<file path="src/rtl/sdp_rd_arbiter.sv">
// Round-robin arbiter sharing one single-port read memory among N requesters.
// Issues at most one read per cycle and routes each 1-cycle-latency response back to its issuer.
module sdp_rd_arbiter #(
  parameter int W_DATA = 16,
  parameter int W_ADDR = 16,
  parameter int N      = 4
) (
  input  logic                clk,
  input  logic                rst,
  input  logic [N-1:0]        addr_valid_i,
  input  logic [N*W_ADDR-1:0] addr_data_i,
  output logic [N-1:0]        addr_ready_o,
  output logic [N-1:0]        data_valid_o,
  output logic [N*W_DATA-1:0] data_data_o,
  output logic [N-1:0]        data_eot_o,
  input  logic [N-1:0]        data_ready_i,
  output logic                en_o,
  output logic [W_ADDR-1:0]   addr_o,
  input  logic [W_DATA-1:0]   data_i
);

  localparam int W_ID = $clog2(N);

  logic            out_valid_q, out_valid_d;
  logic [W_ID-1:0] out_id_q, out_id_d;
  logic [W_ID-1:0] rr_ptr_q, rr_ptr_d;
  logic [W_ID-1:0] grant_s;
  logic [W_ID-1:0] scan_idx_s;
  logic            any_valid_s;
  logic            stall_s;

  function automatic logic [W_ID-1:0] wrap_add(input logic [W_ID-1:0] base, input int k);
    return W_ID'((int'(base) + k) % N);
  endfunction

  assign stall_s = out_valid_q & ~data_ready_i[out_id_q];

  // Round-robin scan; iterating downward lets the first hit from rr_ptr win last.
  always_comb begin
    grant_s     = '0;
    any_valid_s = 1'b0;
    scan_idx_s  = '0;
    for (int k = N - 1; k >= 0; k--) begin
      scan_idx_s  = wrap_add(rr_ptr_q, k);
      grant_s     = addr_valid_i[scan_idx_s] ? scan_idx_s : grant_s;
      any_valid_s = any_valid_s | addr_valid_i[scan_idx_s];
    end
  end

  // Issue is gated by rst so nothing is accepted while reset is held.
  always_comb begin
    en_o         = rst & ~stall_s & any_valid_s;
    addr_o       = addr_data_i[grant_s*W_ADDR +: W_ADDR];
    addr_ready_o = '0;
    addr_ready_o[grant_s] = en_o;
  end

  // Next-state: hold everything on stall, otherwise track the newest issue.
  always_comb begin
    out_valid_d = out_valid_q;
    out_id_d    = out_id_q;
    rr_ptr_d    = rr_ptr_q;
    if (!stall_s) begin
      out_valid_d = en_o;
      out_id_d    = en_o ? grant_s : out_id_q;
    end else begin
      out_valid_d = out_valid_q;
    end
    if (en_o) begin
      rr_ptr_d = wrap_add(grant_s, 1);
    end else begin
      rr_ptr_d = rr_ptr_q;
    end
  end

  // State register.
  always_ff @(posedge clk or negedge rst) begin
    if (!rst) begin
      out_valid_q <= 1'b0;
      out_id_q    <= '0;
      rr_ptr_q    <= '0;
    end else begin
      out_valid_q <= out_valid_d;
      out_id_q    <= out_id_d;
      rr_ptr_q    <= rr_ptr_d;
    end
  end

  for (genvar i = 0; i < N; i++) begin : g_resp
    assign data_valid_o[i] = out_valid_q & (out_id_q == W_ID'(i));
  end

  assign data_data_o = {N{data_i}};
  assign data_eot_o  = '0;

endmodule
</file>
<file path="config.mk">
export PLATFORM = sky130hd
export DESIGN_NAME = sdp_rd_arbiter
export DESIGN_NICKNAME = d
export VERILOG_FILES = /design/src/rtl/sdp_rd_arbiter.sv
export SDC_FILE = /design/constraint.sdc
export NUM_CORES = 1
export LEC_CHECK = 0
export BUFFER_PORTS_ARGS = -buffer_cell sky130_fd_sc_hd__buf_2
export CAP_MARGIN = 20
export CORE_ASPECT_RATIO = 0.6
export CORE_MARGIN = 4
export CORE_UTILIZATION = 33
export DETAILED_ROUTE_END_ITERATION = 8
export GPL_TIMING_DRIVEN = 0
export HOLD_SLACK_MARGIN = 0.06
export PLACE_DENSITY = 0.81
export SYNTH_ARGS = -nofsm -noshare
export SYNTH_HDL_FRONTEND = slang
export SYNTH_SLANG_ARGS = --single-unit
</file>
<file path="constraint.sdc">
create_clock -name clk -period 1.8 [get_ports clk]
set_input_delay 0.18 -clock clk [delete_from_list [all_inputs] [get_ports clk]]
set_output_delay 0.18 -clock clk [all_outputs]
set_load 0.02 [all_outputs]
</file>
# [After elaboration in Yosys (flattened, before gate mapping)]
# Index checks and enable logic that the tools add are counted.
[totals] mem_count=0 word_cells=50 mem_bits_rw=0 latchBits=0 reg_bits=5 mem_bits_ro=0
[op_classes] muxes=16 multipliers=0 n_shift=1 n_addsub=4 n_div=0 n_eq_ne=3 reduce_logical=3 bitwise=13 n_lt_le_gt_ge=7
[op_table] operator="$shiftx A64 B7 Y16" count=1
[op_table] operator="$lt A2 B3 Y1 const B" count=6
[op_table] operator="$bmux W1 S2" count=5
[op_table] operator="$mux W2" count=4
[op_table] operator="$and A1 B1 Y1" count=7
[op_table] operator="$mux W1" count=6
[op_table] operator="$add A2 B1 Y2 const B" count=2
[op_table] operator="$add A2 B2 Y2 const B" count=2
[op_table] operator="$and A4 B4 Y4" count=1
[op_table] operator="$eq A2 B2 Y1 const B" count=2
[op_table] operator="$or A1 B1 Y1" count=3
[op_table] operator="$demux W1 S2" count=1
[op_table] operator="$eq A2 B1 Y1 const B" count=1
[op_table] operator="$ge A2 B1 Y1 const B" count=1
[op_table] operator="$logic_not A2 Y1" count=1
[op_table] operator="$not A1 Y1" count=2
[op_table] operator="$reduce_and A2 Y1" count=1
[op_table] operator="$logic_and A1 B1 Y1" count=1

# [Depth between registers and ports, before layout]
[depth] ltp_word=12 ltp_mapped=7

# [Worst setup path before layout]
# No wires, ideal clock.
[synth_timing] path_kind="register to output" from="reg rr_ptr_q[0]" to="out addr_ready_o[0]" path_stages_with_launch=6 t_required_ns=1.620 path_slack_ns=0.036 arrival_ns=1.584 cell_sequence="dfrtp_1 nand2b_1 a21oi_1 a211o_1 buf_2 nor3b_1"
[synth_between] elab_chain_cells=12 elab_cells_between_ends=25
[synth_lines] element="start, declared" line_no="26" rtl="logic [W_ID-1:0] rr_ptr_q, rr_ptr_d;"
[synth_lines] element="start signal, assigned" line_no="85" rtl="rr_ptr_q <= rr_ptr_d;"
[synth_lines] element="$add A2 B2 Y2" line_no="33" rtl="return W_ID'((int'(base) + k) % N);"
[synth_lines] element="$bmux W1 S2" line_no="45, 46"
[synth_lines] element="$mux W1 (not written as such)" line_no="45, 46"
[synth_lines] element="$mux W2 (4 in a row)" line_no="45" rtl="grant_s = addr_valid_i[scan_idx_s] ? scan_idx_s : grant_s;"
[synth_lines] element="$lt A2 B3 Y1 (not written as such) / $ge A2 B1 Y1 (equally long branches)" line_no="55" rtl="addr_ready_o[grant_s] = en_o;"
[synth_lines] element="$logic_and A1 B1 Y1 (not written as such)" line_no="55"
[synth_lines] element="$mux W1 (not written as such)" line_no="55"
[synth_lines] element="$demux W1 S2" line_no="55"
[synth_lines] element="$and A4 B4 Y4 (no source line) (*)"
[synth_lines] element="end, declared" line_no="12" rtl="output logic [N-1:0] addr_ready_o,"
# Every way passes the cells marked *; elsewhere a longest branch is shown, timed or not. The select of a mux whose other input is x is not followed.

# [Final worst setup path]
[layout_timing] from="reg rr_ptr_q[1]" to="out addr_o[13]"
[layout_between] elab_chain_cells=8 elab_cells_between_ends=16
[layout_lines] element="$add A2 B2 Y2" line_no="33"
[layout_lines] element="$bmux W1 S2" line_no="45"
[layout_lines] element="$mux W1 (not written as such)" line_no="45"
[layout_lines] element="$mux W2 (3 in a row)" line_no="45"
[layout_lines] element="$mux W2 (*)" line_no="45"
[layout_lines] element="$shiftx A64 B7 Y16 (*)" line_no="53" rtl="addr_o = addr_data_i[grant_s*W_ADDR +: W_ADDR];"
[layout_lines] element="end, declared" line_no="18" rtl="output logic [W_ADDR-1:0] addr_o,"
# Marked as above.

==> key figures <==
Synthesis
  – Async S/R FF share, synth: 1.00
  – Cell taking the most area after synthesis: buf_4
  – Top post-synthesis cells by area: buf_4 (35%), mux2i_1 (33%), dfrtp_1 (8.7%)
  – Post-synthesis sequential area ratio: 0.0867
  – Post-synth cell types: 31
  – Commonest register cell after synthesis: dfrtp_1
  – Mapped cell area: 1440 um2
  – Number of synthesized flops with an enable pin: 0
  – Commonest cells post-synth: buf_4 (68), mux2i_1 (48), dfrtp_1 (5)
  – Post-Synthesis Cells: 164
  – Post-synthesis register bit count: 5
  – Most numerous cell in the Yosys netlist: buf_4
  – Average cell area after synthesis: 8.80 um2
  – Yosys top cell area share: 0.354
  – Synthesis warning total: 0

Critical path
  – Ordered list of cells on the worst path: a21o_1 > a21oi_2 > o22a_2 > buf_12 > clkbuf_16 > mux2i_1 > mux2i_1 > buf_2
  – Worst Setup SP: rr_ptr_q[1]$_DFFE_PN0P_
  – Most used cell, CP: mux2i_1
  – R2r setup slk: 0.06 ns
  – Reg-to-reg critical path endpoint: out_id_q[1]$_DFFE_PN0P_
  – Critical path endpoint category: output pin
  – CP max stage cell: dfrtp_1
  – Crit path max-delay family: compound AO/OA/AOI/OAI gates
  – Worst Path Required: 1.62 ns
  – FF-to-FF Start: out_id_q[0]$_DFFE_PN0P_
  – Startpoint Class: flop
  – Reg2Reg Depth: 5
  – CP arrival: 1.81 ns
  – Critical path fanouts, max: 7
  – Kind of critical path: flop to output pin
  – Largest stage delay on the critical path: 0.39 ns
  – Buf+Inv Stages, Crit Path: 3

Global route
  – GR Util All Layers: 0.177
  – Initial antenna violation count: 0
  – Largest net degree at the start of global routing: 11
  – First-pass GRT wire length: 7850 um
  – Vias in the first global route: 1653
  – Congestion Overflow GR: 0

Cells and area
  – Nets@finish: 437
  – Layout area overhead: 88.6%
  – Layout cells sized above 1: 0.786
  – Inserted Diodes: 0
  – Fillcell total: 366
  – Fin cells: 406

STA
  – Period minus WS final: 1.99 ns
  – Setup_tns: -2.98 ns
  – Final period util: 1.11
  – RSZ-0062 raised after global routing: yes
  – Max-slew violations: 0
  – Max Clock Skew: 0.00191 ns
  – Final hold vios: 0
  – Final Setup Violations: 20
  – Max Clock Freq: 502 MHz
  – Final WS setup: -0.193 ns

Worst hold path
  – WHS Endpoint: out_valid_q$_DFFE_PN0N_
  – Hold depth: 3
  – Tightest Hold Check Type: input port to flop
  – Hold path start: rst

Floorplanning
  – Core area: 4170 um2
  – Rows: 18
  – Die area: 5530 um2
  – Starting Density: 0.347
  – Die width: 93.4 um
  – # IOs: 183
  – Die Y-Extent: 59.2 um

Run status
  – Violated checks: negative setup slack
  – Status: finished, violations left

CTS
  – Register clock-pin slew on the reported worst setup and hold paths: 0.04 ns
  – Clock buffer depth: 2
  – CTS tree: done
  – Clock buffer count from CTS: 3
  – Worst-skew pair later-pin latency: 0.22 ns
  – Clock sink count: 5
  – CTS root buffer: clkbuf_8
  – H-tree levels: 1

Placed design
  – Worst Setup Slack post-DPL: -0.0882 ns
  – Cell count after placement: 389
  – Post-DP HPWL: 4470 um
  – Routability Congestion: 0.765
  – IO Port Bufs: 162

Power and ir drop
  – Reg power frac: 0.085
  – Leakage Power: 1.64 nW
  – PwrDens: 1030 nW/um2
  – Max VDD drop: 0.429 mV
  – Sw frac: 0.446
  – Int Power: 1.55 mW
  – Sw Pwr: 1.25 mW
  – Comb power frac: 0.840
  – Clk pwr share: 0.075

Drt
  – # DRC: 0
  – First-pass iteration count of the detailed router: 4
  – Vias per cell: 4.17
  – ANT nets after route: 0
  – Drt initial violations: 27
  – DR WL/cell: 13.8 um
  – Post-Route WL: 5600 um
  – Via count: 1692

Job
  – Max Cap Viol: 0
## per-layer routing
metal / vias up / part of all wire / GRT usage
met3: 6 / 0.049 / 0.0343
met5: - / 0 / 0
met1: 776 / 0.39 / 0.209
met4: 0 / 0.0077 / 0.0355
met2: 55 / 0.56 / 0.338
li1: 855 / - / -
## state kept, by name (all words and copies together), names as in the netlist
name	count
out_valid_q	1
rr_ptr_q	2
out_id_q	2
## layout make-up
class	count	area, um2	area share
multi-input combinational	83	797	0.293
buffer	74	613	0.225
clock buffer	4	45.0	0.0165
timing repair buffer	176	1050	0.385
sequential	5	128	0.0469
inverter	4	17.5	0.00643
tap	60	75.1	0.0276
## power groups by stage
stage / clock [mW] / sequential, mW / combinational (mW)
2_1_floorplan: 0 / 0.217 / 1.32
3_3_place_gp: 0 / 0.233 / 1.77
6_report: 0.210 / 0.239 / 2.36
5_1_grt: 0.223 / 0.247 / 2.49
3_5_place_dp: 0 / 0.240 / 1.80
4_1_cts: 0.213 / 0.228 / 2.09
## stage by stage
step | utilization | hold WS [ns] | cell area [um2] | total power, mW
after global placement | 0.562 | 0.00289 | 2340 | 2.01
after detailed placement | 0.562 | 0.00917 | 2340 | 2.04
after floorplan | - | -0.116 | 1460 | 1.54
after CTS | 0.614 | 0.207 | 2560 | 2.53
final | 0.653 | 0.217 | 2720 | 2.81
after global routing | 0.653 | 0.232 | 2720 | 2.96
## logic make-up (layout without fill, tap and decap cells)
| logic type | Yosys count | in the layout | share of synthesized area |
|---|---|---|---|
| compound gates | 11 | 11 | 0.0511 |
| xor+xnor | 1 | 1 | 0.00607 |
| buf+inv | 79 | 258 | 0.420 |
| flops | 5 | 5 | 0.0867 |
| mux | 50 | 50 | 0.359 |
| other cells | 1 | 4 | 0.00260 |
| simple gates | 17 | 17 | 0.0745 |
## worst max path at each step
stage                           end  depth (start not counted)
floorplan           addr_ready_o[0]                          5
global placement          addr_o[7]                          8
detailed placement        addr_o[0]                          8
CTS                      addr_o[11]                          8
global route              addr_o[4]                          8
finish                   addr_o[13]                          8
## cells in the final DEF, fill, tap and decap left out, drive strengths merged
cell type,synthesis,final
dlygate4sd3,0,1
nor3,1,1
xor2,1,1
and3b,1,1
clkbuf,0,7
nand2,3,3
buf,75,246
inv,4,4
o21ai,1,1
and2,1,1
nor3b,2,2
mux4,1,1
a21o,2,2
o22a,1,1
mux2i,48,48
nand2b,4,4
conb,1,4
mux2,1,1
and3,2,2
dfrtp,5,5
a21oi,4,4
a211o,1,1
o22ai,1,1
nor2,3,3
o41ai,1,1
## repair_timing
action	CTS	global route
pin swaps	3	5
hold endpoints to repair	5	0
endpoints found under the setup margin	21	22
resized for setup	25	18
hold buffers	1	0
buffers inserted	6	4
gates cloned	1	3
## worst min-delay path, stage by stage
cell and delay [ns]:
buf_2 0.09, o41ai_1 0.08, nand2_1 0.06
Note: power is estimated with default switching activity, not from simulation.
